<file path="config.mk">
export PLATFORM = sky130hd
export DESIGN_NAME = regfile_wb_arbiter
export DESIGN_NICKNAME = d
export VERILOG_FILES = /design/src/rtl/regfile_wb_arbiter.sv
export SDC_FILE = /design/constraint.sdc
export NUM_CORES = 1
export LEC_CHECK = 0
export CELL_PAD_IN_SITES_DETAIL_PLACEMENT = 0
export CELL_PAD_IN_SITES_GLOBAL_PLACEMENT = 1
export CORE_MARGIN = 2
export CORE_UTILIZATION = 49
export DETAILED_ROUTE_END_ITERATION = 8
export PLACE_DENSITY = 0.89
export REMOVE_ABC_BUFFERS = 1
export SYNTH_ARGS = -nofsm -noshare
export SYNTH_HDL_FRONTEND = slang
export SYNTH_SLANG_ARGS = --single-unit
</file>
<file path="constraint.sdc">
create_clock -name clk -period 6.8 [get_ports clk]
set_input_delay 1.02 -clock clk [delete_from_list [all_inputs] [get_ports clk]]
set_output_delay 1.02 -clock clk [all_outputs]
set_load 0.01 [all_outputs]
</file>
<file path="src/rtl/regfile_wb_arbiter.sv">
// -----------------------------------------------------------------------------
// regfile_wb_arbiter
//
// Purpose:
//    Shares the register file's single write port between two producers
//    (requester 0 = ALU result, requester 1 = load/secondary unit). Each
//    requester pushes (rd, data) pairs through a valid/ready handshake into its
//    own 2-entry FIFO. A round-robin arbiter pops at most one head entry per
//    cycle and issues a registered write command. Writes to x0 are consumed
//    (popped, grant_vld high) but rf_reg_write is held low.
//
// Ports:
//    clk            rising-edge clock
//    reset          asynchronous, active-low reset
//    req0_valid/rd/data, req0_ready   requester 0 handshake
//    req1_valid/rd/data, req1_ready   requester 1 handshake
//    rf_reg_write   register file write enable (registered)
//    rf_rd          register file destination index (registered)
//    rf_write_data  register file write data (registered)
//    grant_id       requester driving rf_* this cycle (registered)
//    grant_vld      an entry was popped on the previous edge (registered)
//    idle           both queues empty and no grant in flight
// -----------------------------------------------------------------------------
module regfile_wb_arbiter #(
   parameter int DATA_W = 32,
   parameter int ADDR_W = 5
) (
   input  logic              clk,
   input  logic              reset,
   input  logic              req0_valid,
   input  logic [ADDR_W-1:0] req0_rd,
   input  logic [DATA_W-1:0] req0_data,
   output logic              req0_ready,
   input  logic              req1_valid,
   input  logic [ADDR_W-1:0] req1_rd,
   input  logic [DATA_W-1:0] req1_data,
   output logic              req1_ready,
   output logic              rf_reg_write,
   output logic [ADDR_W-1:0] rf_rd,
   output logic [DATA_W-1:0] rf_write_data,
   output logic              grant_id,
   output logic              grant_vld,
   output logic              idle
);

   // Requester-indexed views of the two input ports
   logic [1:0]             req_valid;
   logic [1:0][ADDR_W-1:0] req_rd;
   logic [1:0][DATA_W-1:0] req_data;

   assign req_valid = {req1_valid, req0_valid};
   assign req_rd    = {req1_rd, req0_rd};
   assign req_data  = {req1_data, req0_data};

   // Per-queue status and head entries
   logic [1:0]             q_ready;
   logic [1:0]             q_nonempty;
   logic [1:0]             q_push;
   logic [1:0]             q_pop;
   logic [1:0][ADDR_W-1:0] head_rd;
   logic [1:0][DATA_W-1:0] head_data;

   // Arbitration results
   logic grant_any;
   logic grant_sel;
   logic rr_ptr_reg;
   logic rr_next;

   // Registered outputs
   logic              rf_reg_write_reg;
   logic [ADDR_W-1:0] rf_rd_reg;
   logic [DATA_W-1:0] rf_write_data_reg;
   logic              grant_id_reg;
   logic              grant_vld_reg;

   // --------------------------------------------------------------------------
   // Two-entry circular FIFO per requester
   // --------------------------------------------------------------------------
   generate
      for (genvar gi = 0; gi < 2; gi++) begin : g_queue
         logic [1:0]        count_reg;
         logic [1:0]        count_next;
         logic              rd_ptr_reg;
         logic              wr_ptr_reg;
         logic [ADDR_W-1:0] q_rd_mem   [2];
         logic [DATA_W-1:0] q_data_mem [2];

         // Ready depends only on the registered count: a full queue refuses
         // a push even in a cycle where it is also being popped.
         assign q_ready[gi]    = (count_reg != 2'd2);
         assign q_nonempty[gi] = (count_reg != 2'd0);
         assign q_push[gi]     = req_valid[gi] && q_ready[gi];
         assign q_pop[gi]      = grant_any && (grant_sel == 1'(gi));
         assign head_rd[gi]    = q_rd_mem[rd_ptr_reg];
         assign head_data[gi]  = q_data_mem[rd_ptr_reg];

         always_comb begin
            count_next = count_reg;
            case ({q_push[gi], q_pop[gi]})
               2'b10:   count_next = count_reg + 2'd1;
               2'b01:   count_next = count_reg - 2'd1;
               default: count_next = count_reg;
            endcase
         end

         always_ff @(posedge clk or negedge reset) begin
            if (!reset) begin
               count_reg  <= 2'd0;
               rd_ptr_reg <= 1'b0;
               wr_ptr_reg <= 1'b0;
            end else begin
               count_reg <= count_next;
               if (q_push[gi]) wr_ptr_reg <= ~wr_ptr_reg;
               if (q_pop[gi])  rd_ptr_reg <= ~rd_ptr_reg;
            end
         end

         // Entry storage needs no reset; validity is tracked by count_reg.
         always_ff @(posedge clk) begin
            if (q_push[gi]) begin
               q_rd_mem[wr_ptr_reg]   <= req_rd[gi];
               q_data_mem[wr_ptr_reg] <= req_data[gi];
            end
         end
      end
   endgenerate

   // --------------------------------------------------------------------------
   // Round-robin arbitration on queue heads. The pointer only moves when both
   // queues contend, so a lone requester never steals priority.
   // --------------------------------------------------------------------------
   always_comb begin
      grant_any = 1'b0;
      grant_sel = 1'b0;
      rr_next   = rr_ptr_reg;
      if (q_nonempty[0] && q_nonempty[1]) begin
         grant_any = 1'b1;
         grant_sel = rr_ptr_reg;
         rr_next   = ~rr_ptr_reg;
      end else if (q_nonempty[0]) begin
         grant_any = 1'b1;
         grant_sel = 1'b0;
      end else if (q_nonempty[1]) begin
         grant_any = 1'b1;
         grant_sel = 1'b1;
      end
   end

   // --------------------------------------------------------------------------
   // Registered write command. rf_rd / rf_write_data / grant_id hold their
   // last values when nothing is granted.
   // --------------------------------------------------------------------------
   always_ff @(posedge clk or negedge reset) begin
      if (!reset) begin
         rr_ptr_reg        <= 1'b0;
         rf_reg_write_reg  <= 1'b0;
         rf_rd_reg         <= '0;
         rf_write_data_reg <= '0;
         grant_id_reg      <= 1'b0;
         grant_vld_reg     <= 1'b0;
      end else begin
         rr_ptr_reg       <= rr_next;
         grant_vld_reg    <= grant_any;
         // x0 writes are popped and reported but never enabled
         rf_reg_write_reg <= grant_any && (head_rd[grant_sel] != '0);
         if (grant_any) begin
            grant_id_reg      <= grant_sel;
            rf_rd_reg         <= head_rd[grant_sel];
            rf_write_data_reg <= head_data[grant_sel];
         end
      end
   end

   assign rf_reg_write  = rf_reg_write_reg;
   assign rf_rd         = rf_rd_reg;
   assign rf_write_data = rf_write_data_reg;
   assign grant_id      = grant_id_reg;
   assign grant_vld     = grant_vld_reg;
   assign req0_ready    = q_ready[0];
   assign req1_ready    = q_ready[1];
   assign idle          = !q_nonempty[0] && !q_nonempty[1] && !grant_vld_reg;

endmodule
</file>
# == Word-level counts from Yosys, hierarchy flattened ==
# Memory sizes are Yosys's and may differ from the RTL's.
# Index checks and enable logic that the tools add are counted.
# totals
ff_bits,49
ram_bits,148
inputBits,78
out_inout_bits,43
memories,4
# op_classes
addsub,4
order_cmp,1
n_eq_ne,6
mux,15
bitwise,6
reduce_logical,16
# memory_table
name,words,width,rd,rd_clocked_by_memory_dff,write_ports,line_no,rtl
g_queue[0].q_data_mem,2,32,1,0,1,86,logic [DATA_W-1:0] q_data_mem [2];
g_queue[1].q_data_mem,2,32,1,0,1,86,
g_queue[0].q_rd_mem,2,5,1,0,1,85,logic [ADDR_W-1:0] q_rd_mem [2];
g_queue[1].q_rd_mem,2,5,1,0,1,85,
# op_table
cell,n
32-bit 2-to-1 mux,2
5-bit 2-to-1 mux,2
1-bit 2-to-1 mux,9
1-bit logical AND,8
2-bit case mux with 2 select lines,2
2-bit nonzero test,4
1-bit inverter,6
5-bit nonzero test,1
2-bit by 1-bit adder with 2-bit output (second input constant),2
2-bit by 1-bit == test with 1-bit output (second input constant),2
2-bit == test (second input constant),2
2-bit inequality test (second input constant),2
2-bit by 1-bit subtractor with 2-bit output (second input constant),2
1-bit logical NOT,3
1-bit by 2-bit less-than comparator with 1-bit output (second input constant),1

# == Depth between registers and ports, before layout ==
# logic_depth
word_depth,8
ltp_mapped,9
depth_no_buf,8

# == Worst setup path before layout ==
# No wires, ideal clock.
# synth_path
path_kind,in2reg
start,input req1_valid
end,"memory g_queue[1].q_data_mem[0][0], enable pin"
setup_time_ns,0.431
arrival_time_ns,2.676
slack_ns,3.693
cell_stages,2
path_cell_list,nand2_1 -> nor2_1
# synth_via
elab_chain_cells,3
# synth_rtl
element,line_no,rtl
from (decl),34,"input logic req1_valid,"
1-bit logical AND,92,assign q_push[gi] = req_valid[gi] && q_ready[gi];
1-bit 2-to-1 mux,120,if (q_push[gi]) begin
1-bit 2-to-1 mux (not written as such),122,q_data_mem[wr_ptr_reg] <= req_data[gi];
to (decl),86,
# Every way passes these cells.

# == Worst setup path after layout ==
# layout_path
start,register g_queue[0].count_reg[0]
end,output idle
# layout_via
elab_chain_cells,4
# layout_rtl
element,line_no,rtl
from (decl),81,logic [1:0] count_reg;
from (signal assigned),112,count_reg <= count_next;
2-bit nonzero test,91,assign q_nonempty[gi] = (count_reg != 2'd0);
1-bit logical NOT,181,assign idle = !q_nonempty[0] && !q_nonempty[1] && !grant_vld_reg;
1-bit logical AND (2 in series),181,
to (decl),43,output logic idle
# Every way passes these cells.

==> metrics.csv <==
metric,value,unit
CTS H-Tree Depth,4,
initial core utilization,49.6,%
Final WS setup,3.09,ns
max FFs per register,128,
PostCTS Resize Cnt,0,
register area share after synthesis,72.8,%
Clock Path Buffers,2,
Post-synth top cells,"edfxtp_1, mux2i_1, dfrtp_1",
main area contributors after synthesis,"edfxtp_1, dfrtp_1, mux2i_1",
DP Worst Slack,3.48,ns
HPWL Detailed,8910,µm
Ports,121,
Worst path max stage delay,0.65,ns
via count,4037,
clk_lat worst skew,0.42,ns
chip width,130,µm
RSZ-0062 raised after global routing,false,
clock slew at reported path FFs,0.07,ns
CTS buffer count,17,
Fin. Hold Viols,0,
mapped cell area,0.00779,mm²
vias in the first global route,4183,
DRC,0,
post-synthesis cell type count,36,
Critical Path Start Type,register,
Yosys reg bits,197,
Required @ worst endpoint,5.78,ns
outcome,completed,
warnings from Yosys,0,
Critical Path AT,2.69,ns
Worst VDD drop,0.306,mV
sw frac,29.6,%
Cell Rows,46,
ant diodes,0,
GRT Util Overall,17.7,%
max cap viols,0,
postcts setup bufs,0,
layout cells sized above 1,15.5,%
Post-DRT Antenna Nets,0,
final setup fails,0,
P_int,3.25,mW
largest net degree at the start of global routing,77,
Root Buffer,clkbuf_16,
Worst Tran Pin Value,1.22,ns
Placer Congestion,0.724,
DR vias/cell,5.07,
first-pass GRT wire length,21800,µm
Yosys top cell by area,edfxtp_1,
P_sw,1.37,mW
Nets,647,
Post-synth EDFFs,148,
asr flop ratio synth,24.9,%
Post-Layout Cell Count,796,
IO Port Bufs,120,
sequential share of power,41.9,%
worst path buffer plus inverter count,3,
"CP delay by family, top",buffers and inverters,
CP cell instances,nor4_4 -> buf_4 -> inv_1 -> nor2_1 -> clkdlybuf4s50_1,
area grow syn2layout,25.5,%
First-pass DRT Iterations,4,
logic gate share of total power,34.8,%
filler cell count,1148,
period utilization,54.5,%
initial antenna violation count,0,
Congestion Overflow GR,0,
Worst Clk Skew,0.00553,ns
CP Class,register to output pin,
clk sinks,197,
Routed wire per std cell,17.8,µm
Main synth FF type,edfxtp_1,
maximum fanout along the worst path,76,
"count leader, synth",edfxtp_1,
final WL,14200,µm
Crit. End Element,output pin,
Slew headroom,18.4,%
chip height,130,µm
worst hold path class,register to register,
top cell type's share of synthesized area,57.0,%
f_max,0.270,GHz
"Slowest-stage cell, CP",buf_4,
Post-CTS Hold Fix Bufs,0,
Synth Instances,448,
Cell Pwr Density,472,mW/mm²
Mapped Avg Cell Area,17.4,µm²
Clock power frac,23.3,%
DR iter-0 viols,223,
Final min period,3.71,ns
Pleak,3.66,nW
area of the core,0.0157,mm²
CTS tree,done,
fin. max-slew vios,0,
full die area,0.0169,mm²
setup_tns,0,ns
dpl cells,764,
path summary, 6_finish.rpt:
kind | startpoint | endpoint | slack, ns | cells past startpoint
worst max-delay path | g_queue[0].count_reg[0]$_DFFE_PN0P_ | idle | 3.09 | 5
worst max register to register | g_queue[0].count_reg[0]$_DFFE_PN0P_ | g_queue[0].count_reg[1]$_DFFE_PN0P_ | 4.34 | 8
min in group asynchronous | reset | g_queue[0].wr_ptr_reg$_DFFE_PN0N_ | 0.71 | 2
worst min register to register | rf_write_data[26]$_DFFE_PN0N_ | rf_write_data[26]$_DFFE_PN0N_ | 0.48 | 2
max in group asynchronous | reset | g_queue[1].rd_ptr_reg$_DFFE_PN0P_ | 5.59 | 2
worst min-delay path | rf_write_data[26]$_DFFE_PN0N_ | rf_write_data[26]$_DFFE_PN0N_ | 0.48 | 2
layer usage:
layer,routed length (µm),global-route usage [%],share of wire [%],vias to the layer above
met4,289,7.65,2.0,0
met5,0,0,0,-
li1,-,-,-,1915
met2,7220,29.8,51,110
met1,6120,22.2,43,1986
met3,566,3.90,4.0,26
power by group through the flow:
stage	Clock (mW)	Combinational, mW	Sequential (mW)
2_1_floorplan	0	1.00	2.01
5_1_grt	1.13	1.75	1.98
4_1_cts	1.09	1.64	1.94
3_5_place_dp	0	1.63	1.96
3_3_place_gp	0	1.57	1.95
6_report	1.08	1.61	1.93
area by class of cell:
| cell class | instances | area [µm²] | area share, % |
|---|---|---|---|
| inverters | 2 | 7.51 | 0.0767 |
| multi-input cells | 225 | 1970 | 20.1 |
| well taps | 216 | 270 | 2.76 |
| repair buffers | 124 | 1230 | 12.5 |
| clock inverters | 11 | 179 | 1.83 |
| clock buffers | 21 | 460 | 4.71 |
| flip-flops and latches | 197 | 5670 | 58.0 |
worst min-delay path, delay by kind of cell, from the launching register on:
| family | cells | cell delay (ns) |
|---|---|---|
| AOI/OAI and AO/OA | 1 | 0.05 |
| DFF | 1 | 0.34 |
| and+or+nand+nor | 1 | 0.06 |
logic make-up (layout without fill, tap and decap cells):
family / count (synthesis) / in the layout / synth area share, %
adders and majority gates: 2 / 2 / 0.321
buffers and inverters: 26 / 158 / 2.25
DFF: 197 / 197 / 72.8
and+or+nand+nor: 59 / 59 / 3.45
xor gates and xnor gates: 11 / 11 / 1.24
AOI/OAI and AO/OA: 45 / 45 / 3.95
muxes: 108 / 108 / 16.0
through the flow:
stage          total power [mW]  hold WS [ns]  cell area [µm²]  utilization, %
6_report                   4.62         0.478             9780            62.3
3_3_place_gp               3.52         0.467             9140            58.2
5_1_grt                    4.86         0.508             9780            62.3
3_5_place_dp               3.59         0.471             9140            58.2
2_1_floorplan              3.01         0.461             7630               -
4_1_cts                    4.67         0.485             9780            62.3
cells in the final DEF, fill, tap and decap left out, types with 2 or more instances in the layout:
master,synthesis,routed
bufinv_16,0,5
mux2_2,3,3
clkbuf_1,3,2
clkdlybuf4s50_1,0,119
nor2_4,0,2
mux2i_1,72,72
nand2_1,41,41
clkinv_1,0,3
inv_1,2,2
ha_1,2,2
mux2_4,33,33
edfxtp_1,148,148
nor3_1,2,2
xnor2_1,8,8
dfrtp_1,49,47
o21ai_2,9,9
dfrtp_2,0,2
clkbuf_16,0,17
nor2_2,2,2
clkinv_2,0,2
nor2b_1,2,2
clkbuf_8,0,2
buf_4,8,4
and3_2,0,2
nor2_1,6,4
o21ai_1,26,26
xor2_1,3,3
(Power assumes the default switching activity.)
